$ cat config.mk
export PLATFORM = sky130hd
export DESIGN_NAME = instr_aligner
export DESIGN_NICKNAME = d
export VERILOG_FILES = /design/src/rtl/instr_aligner.sv
export SDC_FILE = /design/constraint.sdc
export NUM_CORES = 1
export LEC_CHECK = 0
export CORE_MARGIN = 2
export CORE_UTILIZATION = 45
export CTS_BUF_LIST = sky130_fd_sc_hd__clkbuf_8
export CTS_CLUSTER_DIAMETER = 120
export DETAILED_ROUTE_END_ITERATION = 10
export PLACE_DENSITY = 0.7
export SLEW_MARGIN = 0
export SYNTH_ARGS = -nofsm -noshare
export SYNTH_HDL_FRONTEND = slang
export SYNTH_SLANG_ARGS = --single-unit
$ cat constraint.sdc
create_clock -name clk -period 4.1 [get_ports clk]
set_input_delay 1.025 -clock clk [delete_from_list [all_inputs] [get_ports clk]]
set_output_delay 1.025 -clock clk [all_outputs]
set_load 0.1 [all_outputs]
$ cat src/rtl/instr_aligner.sv
// instr_aligner: realigns 32-bit fetch words into a stream of 16/32-bit instructions.
// A 4-halfword queue absorbs fetch words. A small RUN/SKIP FSM drops the unused low
// half of the first word after a redirect to an odd-halfword PC.
module instr_aligner #(
    parameter logic [31:0] RESET_PC = 32'h0000_0000
) (
    input  logic        clk,
    input  logic        reset_n,
    input  logic        flush,
    input  logic [31:0] flush_pc,
    input  logic        fw_valid,
    output logic        fw_ready,
    input  logic [31:0] fw_data,
    output logic        instr_valid,
    input  logic        instr_ready,
    output logic [31:0] instr_data,
    output logic        instr_is_comp,
    output logic [31:0] instr_pc
);

    typedef enum logic {RUN = 1'b0, SKIP = 1'b1} state_t;

    state_t           state, state_next;
    logic [3:0][15:0] q, q_next;       // q[0] is the oldest halfword
    logic [2:0]       count, count_next;
    logic [31:0]      head_pc;
    logic             alive;           // low until the first edge after reset release

    logic             head_comp;
    logic             push, push_one, push_two;
    logic [2:0]       pop_n, push_n, base;

    // State register
    always_ff @(posedge clk or negedge reset_n) begin
        if (!reset_n) state <= RUN;
        else          state <= state_next;
    end

    // Next state: redirect picks the phase, a SKIP push completes the odd-halfword entry
    always_comb begin
        state_next = state;
        if (flush)                        state_next = flush_pc[1] ? SKIP : RUN;
        else if (push && state == SKIP)   state_next = RUN;
    end

    // Output decode from the queue head and handshake bookkeeping
    always_comb begin
        head_comp     = (q[0][1:0] != 2'b11);
        instr_valid   = !flush && (head_comp ? (count >= 3'd1) : (count >= 3'd2));
        fw_ready      = alive && (count <= 3'd2) && !flush;
        instr_is_comp = instr_valid && head_comp;
        instr_pc      = head_pc;
        instr_data    = 32'h0;
        if (instr_valid) instr_data = head_comp ? {16'h0, q[0]} : {q[1], q[0]};
        push     = fw_valid && fw_ready;
        push_one = push && (state == SKIP);
        push_two = push && (state == RUN);
        pop_n    = (instr_valid && instr_ready) ? (head_comp ? 3'd1 : 3'd2) : 3'd0;
        push_n   = push_two ? 3'd2 : (push_one ? 3'd1 : 3'd0);
    end

    // Queue next value: shift out popped halfwords, then append pushed ones behind survivors
    always_comb begin
        case (pop_n)
            3'd1:    q_next = {16'h0, q[3], q[2], q[1]};
            3'd2:    q_next = {16'h0, 16'h0, q[3], q[2]};
            default: q_next = q;
        endcase
        base = count - pop_n;
        for (int i = 0; i < 4; i++) begin
            if (push_one && base == 3'(i))         q_next[i] = fw_data[31:16];
            if (push_two && base == 3'(i))         q_next[i] = fw_data[15:0];
            if (push_two && base + 3'd1 == 3'(i))  q_next[i] = fw_data[31:16];
        end
        count_next = count + push_n - pop_n;
    end

    // Queue, count and PC registers; flush overrides any push/pop in its cycle
    always_ff @(posedge clk or negedge reset_n) begin
        if (!reset_n) begin
            q       <= '0;
            count   <= 3'd0;
            head_pc <= RESET_PC;
            alive   <= 1'b0;
        end else begin
            alive <= 1'b1;
            if (flush) begin
                q       <= '0;
                count   <= 3'd0;
                head_pc <= {flush_pc[31:1], 1'b0};
            end else begin
                q       <= q_next;
                count   <= count_next;
                head_pc <= head_pc + {28'h0, pop_n, 1'b0};
            end
        end
    end

endmodule

* After elaboration in Yosys (flattened, before gate mapping)
Cells that the tools add are included.
** Cells by class
- Add/subtract/negate cells :: 5
- Magnitude comparators :: 3
- Eq/ne operators :: 9
- Muxes and demuxes :: 26
- Bitwise gates (word level) :: 1
- Reduce and logical (&&, ||, !) cells :: 28
** Operator list (count)
- two-way mux 16 bit :: 12
- case mux 64 bit (2 select lines) :: 1
- two-way mux 32 bit :: 3
- two-way mux 64 bit :: 1
- adder 32 x 3 -> 32 bit :: 1
- nonzero test 6 bit :: 4
- logical AND 1 bit :: 20
- == test 3 x 2 -> 1 bit, second input constant :: 4
- == test 3 x 1 -> 1 bit, second input constant :: 2
- zero test 3 bit :: 2
- two-way mux 2 bit :: 3
- subtractor 3 x 2 -> 3 bit :: 2
- two-way mux 1 bit :: 5
- adder 3 x 1 -> 3 bit, second input constant :: 1
- adder 3 x 2 -> 3 bit :: 1
- greater-or-equal comparator 3 x 1 -> 1 bit, second input constant :: 1
- greater-or-equal comparator 3 x 2 -> 1 bit, second input constant :: 1
- <= comparator 3 x 2 -> 1 bit, second input constant :: 1
- two-way mux 3 bit :: 1
- == test 2 x 1 -> 1 bit, second input constant :: 1
- == test 2 bit, second input constant :: 1
- inequality test 2 bit, second input constant :: 1
- nonzero test 2 bit :: 1
- zero test 1 bit :: 1
- inverter 1 bit :: 1
** Storage, ports and cells
- Bits in registers :: 101
- Bits of input ports :: 69
- Output and inout bits :: 67
- Word-level logic and storage cells :: 80

* Logic depth before layout (Yosys ltp)
- Word-level depth :: 12
- Gate-level depth with buffers :: 16
- Mapped depth without buffers :: 14

* Worst setup path before layout
No wires, ideal clock.
- Kind :: input to output
- Start :: input port flush
- End :: output port instr_data[0]
- Data arrival time :: 3897 ps
- Data required time :: 3075 ps
- Setup slack :: -822 ps
- Cell stages on the path :: 5
- Path buffers :: 4
- Path through :: buf_6 > clkbuf_1 > buf_1 > clkbuf_1 > nor3_1
** On the way
- Longest elaborated chain between the ends :: 3
** Ends and longest elaborated chain
- start, declared :: line 9 : input logic flush,
- zero test 1 bit :: line 49 : instr_valid = !flush && (head_comp ? (count >= 3'd1) : (count >= 3'd2));
- logical AND 1 bit :: line 49
- two-way mux 32 bit :: line 54 : if (instr_valid) instr_data = head_comp ? {16'h0, q[0]} : {q[1], q[0]};
- end, declared :: line 16 : output logic [31:0] instr_data,
No other way between the ends.

* Worst setup path in the final report
- Start :: register q[1] (netlist name)
- End :: register q[34] (netlist name)
** On the way
- Longest elaborated chain between the ends :: 12
- Elaborated cells on any way between the ends :: 21
- Classes of those cells :: add/sub: 2; eq/ne: 5; mux: 8; reduce/logical: 6
** Ends and longest elaborated chain
- start, declared :: line 24 : logic [3:0][15:0] q, q_next;
- start signal, assigned :: line 92 : q <= q_next;
- inequality test 2 bit * :: line 48 : head_comp = (q[0][1:0] != 2'b11);
- two-way mux 1 bit :: line 49
- logical AND 1 bit :: line 49
- logical AND 1 bit :: line 58 : pop_n = (instr_valid && instr_ready) ? (head_comp ? 3'd1 : 3'd2) : 3'd0;
- two-way mux 2 bit * :: line 58
- branches (longest 7 deep; another with subtractor 3 x 2 -> 3 bit)
Mark *: on every way between the ends. The select of a mux whose other input is x is not followed.
A chain may end at the register's enable or synchronous reset.

==> flow_metrics.py <==
metrics = {
    "worst_setup_path": {
        "path_buf_inv": 1,
        "rrSetupSlack_ns": 0.26,
        "crit_type": "flop to flop",
        "path_cells": "nand2_1 > a211oi_1 > nor2_1 > and3_1 > ha_1 > fa_1 > xnor2_4 > ha_1 > and4bb_2 > a21oi_1 > o21ai_2 > buf_12 > nor2_1 > a311oi_2",
        "rr_endpoint": "q[34]$_DFFE_PN0P_",
        "slowest_delay_ns": 0.46,
        "cp.required_ns": 4.39,
        "r2r_start": "q[1]$_DFFE_PN0P_",
        "crit_start": "q[1]$_DFFE_PN0P_",
        "crit_cells": 14,
        "reg2reg_depth": 14,
        "endpoint_kind": "flop",
        "arrival_ns": 4.12,
        "startpoint_type": "flop",
        "endpoint": "q[34]$_DFFE_PN0P_",
        "critPathTopFamily": "adder cells",
        "crit_path_max_fanout": 32,
        "cp_slowest_cell": "dfrtp_1",
    },
    "floorplan": {
        "io_pins": 136,
        "row_count": 45,
        "core-area_um2": 15300,
        "fp.dieW_um": 130,
        "dieArea_um2": 16800,
        "die_y_um": 130,
        "start_util": 0.465,
    },
    "placed_design": {
        "place_hpwl_um": 15600,
        "place.gp.congestion": 0.857,
        "dpl_cell_area_um2": 9150,
        "port_buffers": 133,
        "preCtsSetupSlack_ns": 0.0406,
    },
    "route": {
        "drc_errors": 0,
        "via_per_inst": 5.99,
        "drt_iter0_drc": 669,
        "drt-wirelength-per-cell_um": 19.7,
        "via_count": 7202,
        "drt_pass1_iterations": 8,
        "routed_wl_um": 23700,
        "drtAntennaViolNets": 0,
    },
    "clock_network": {
        "cts_setup_buffers": 0,
        "cts_hold_buf": 0,
        "cts_root_buf": "clkbuf_8",
        "cts_htree_levels": 3,
        "numCtsBuffers": 9,
        "cts_num_sinks": 100,
        "clock_path_buffers": 2,
        "clkTransAtPathRegs_ns": 0.10,
        "cts_tree": "yes",
        "cts_resized": 0,
        "clock_latency_ns": 0.39,
    },
    "logic_synthesis": {
        "synth_top_cell_area_share": 0.352,
        "yosys-top-cells-count": "nand2_1 (101), dfrtp_1 (100), o21ai_0 (81), nand3_1 (61), nor2_1 (59)",
        "async_flop_share": 1.00,
        "synth_fa_ha_area_frac": 0.0236,
        "synth_compound_area_frac": 0.246,
        "synth_edf_count": 0,
        "syn_area_per_cell_um2": 8.28,
        "yosys-top-cells-area": "dfrtp_1 (35%), o21ai_0 (5.7%), nand2_1 (5.3%)",
        "yosysMostFrequentCell": "nand2_1",
        "synthXorXnorAreaFrac": 0.0408,
        "synth_fp_nets": 940,
        "ys.flop_type": "dfrtp_1",
        "yosys.area.top_type": "dfrtp_1",
        "synthesis.area_um2": 7120,
        "netlist_instances": 860,
        "ys_warn_count": 0,
        "yosysUniqueCellTypes": 73,
        "ys_seq_area_frac": 0.352,
        "synth_mux_area_frac": 0.0172,
        "yosys_register_bits": 100,
        "synth-simple-area-share": 0.252,
        "synth_top_family_by_area": "simple AND/OR/NAND/NOR gates",
    },
    "grt": {
        "grt_pass1_vias": 6984,
        "antenna_found_initial": 0,
        "grt_pass1_wl_um": 37900,
        "grt_overflow": 0,
        "grt_use_total": 0.289,
        "grt_max_degree": 76,
    },
    "power_and_ir_drop": {
        "switching_share": 0.456,
        "leakage_nw": 3.86,
        "power_density_nw_per_um2": 426,
        "p_sw_mw": 1.82,
        "pwr-share-seq": 0.306,
        "intPower_mw": 2.17,
        "ir_drop_uv": 221,
        "power_frac_clock": 0.173,
        "p_comb_frac": 0.521,
    },
    "timing": {
        "fin_skew_ns": 0.0157,
        "rsz0062_at_grt": "no",
        "setup_tns_ns": 0,
        "worst_slack_ns": 0.265,
        "hold_viol_final": 0,
        "slew_headroom": 0.331,
        "worstMarginPinSlew_ns": 1.00,
        "timing.hold.ws_ns": 0.517,
        "fmax_mhz": 261,
        "final-max-slew-violation-count": 0,
        "period_minus_slack_ns": 3.84,
        "finalSetupViolCount": 0,
        "period_share": 0.935,
    },
    "layout": {
        "n_fill_cell": 1364,
        "fin_area_um2": 9360,
        "drive_gt1_frac": 0.153,
        "nNetsFinal": 1067,
        "area_growth_pct": 31.5,
        "n_antenna_cell": 0,
    },
    "worst_hold_path": {
        "hold_depth": 2,
        "hp-class": "flop to flop",
    },
    "run_status": {
        "outcome": "finished, final reports clean",
    },
    "flow_run": {
        "max_cap_viol_count": 0,
    },
}
cell families (layout without fill, tap and decap cells):
group | after synthesis | in the layout
flip-flops | 100 | 100
AND/OR/NAND/NOR | 354 | 354
buffers and inverters | 106 | 238
XOR/XNOR | 31 | 31
other | 2 | 2
adder cells (fa/ha/maj) | 11 | 11
AO/OA/AOI/OAI | 245 | 245
multiplexers | 11 | 11
cell type report:
cell class              count  area (um2)  area share
repair buffers            182        2090       0.224
inverters                  40         150      0.0160
clock buffers              10         138      0.0147
flip-flops and latches    100        2500       0.267
well taps                 211         264      0.0282
multi-input cells         654        4140       0.442
clock inverters             6        71.3     0.00762
worst register-to-register path, stage by stage, from the launching register on:
cell,delay [ns]
dfrtp_1,0.46
nand2_1,0.20
a211oi_1,0.44
nor2_1,0.10
and3_1,0.22
ha_1,0.20
fa_1,0.46
xnor2_4,0.18
ha_1,0.37
and4bb_2,0.29
a21oi_1,0.07
o21ai_2,0.18
buf_12,0.23
nor2_1,0.12
a311oi_2,0.24
worst min-delay path by stage:
| stage | start | end | slack, ns |
|---|---|---|---|
| 6_report | q[19]$_DFFE_PN0P_ | q[19]$_DFFE_PN0P_ | 0.52 |
| 3_3_place_gp | q[19]$_DFFE_PN0P_ | q[19]$_DFFE_PN0P_ | 0.48 |
| 3_5_place_dp | q[23]$_DFFE_PN0P_ | q[23]$_DFFE_PN0P_ | 0.49 |
| 4_1_cts | q[19]$_DFFE_PN0P_ | q[19]$_DFFE_PN0P_ | 0.51 |
| 5_1_grt | q[19]$_DFFE_PN0P_ | q[19]$_DFFE_PN0P_ | 0.53 |
| 2_1_floorplan | q[21]$_DFFE_PN0P_ | q[21]$_DFFE_PN0P_ | 0.46 |
cells in the final DEF (no fill, tap or decap), types with 7 or more instances in the layout:
cell type / count
a222oi_1: 16
buf_4: 47
and3_1: 22
dfrtp_1: 100
and2_1: 29
xnor2_1: 25
nand2_1: 101
o211ai_1: 21
buf_12: 39
or3_1: 21
nor3_1: 16
o21ai_1: 22
mux2_2: 10
inv_1: 38
o21ai_0: 81
a311oi_2: 10
ha_1: 7
o31ai_1: 17
nand3_1: 61
clkdlybuf4s50_1: 96
clkbuf_8: 10
a21oi_1: 31
nor2_1: 59
registers in the layout, indices dropped and copies added (netlist names):
name / count
q: 64
instr_pc: 31
count: 3
alive: 1
state: 1
power groups by stage:
stage	logic, mW	clock network (mW)	registers, mW
finish	2.07	0.691	1.22
detailed placement	2.05	0	1.24
floorplan	1.14	0	1.41
CTS	2.05	0.707	1.22
global placement	2.02	0	1.23
global route	2.24	0.744	1.23
routing by layer:
| layer | vias to the layer above | global-route usage | routed length, um |
|---|---|---|---|
| li1 | 3361 | - | - |
| met1 | 3400 | 0.398 | 10200 |
| met2 | 389 | 0.468 | 11000 |
| met3 | 52 | 0.0517 | 2040 |
| met4 | 0 | 0.0886 | 515 |
| met5 | - | 0 | 0 |
per-stage QoR:
step                      total power [mW]  std cells  utilization
after floorplan                       2.55        860            -
after global placement                3.25       1187        0.597
after detailed placement              3.28       1187        0.597
after CTS                             3.98       1203        0.611
after global routing                  4.22       1203        0.611
final                                 3.99       1203        0.611
Note: power is estimated with default switching activity, not from simulation.
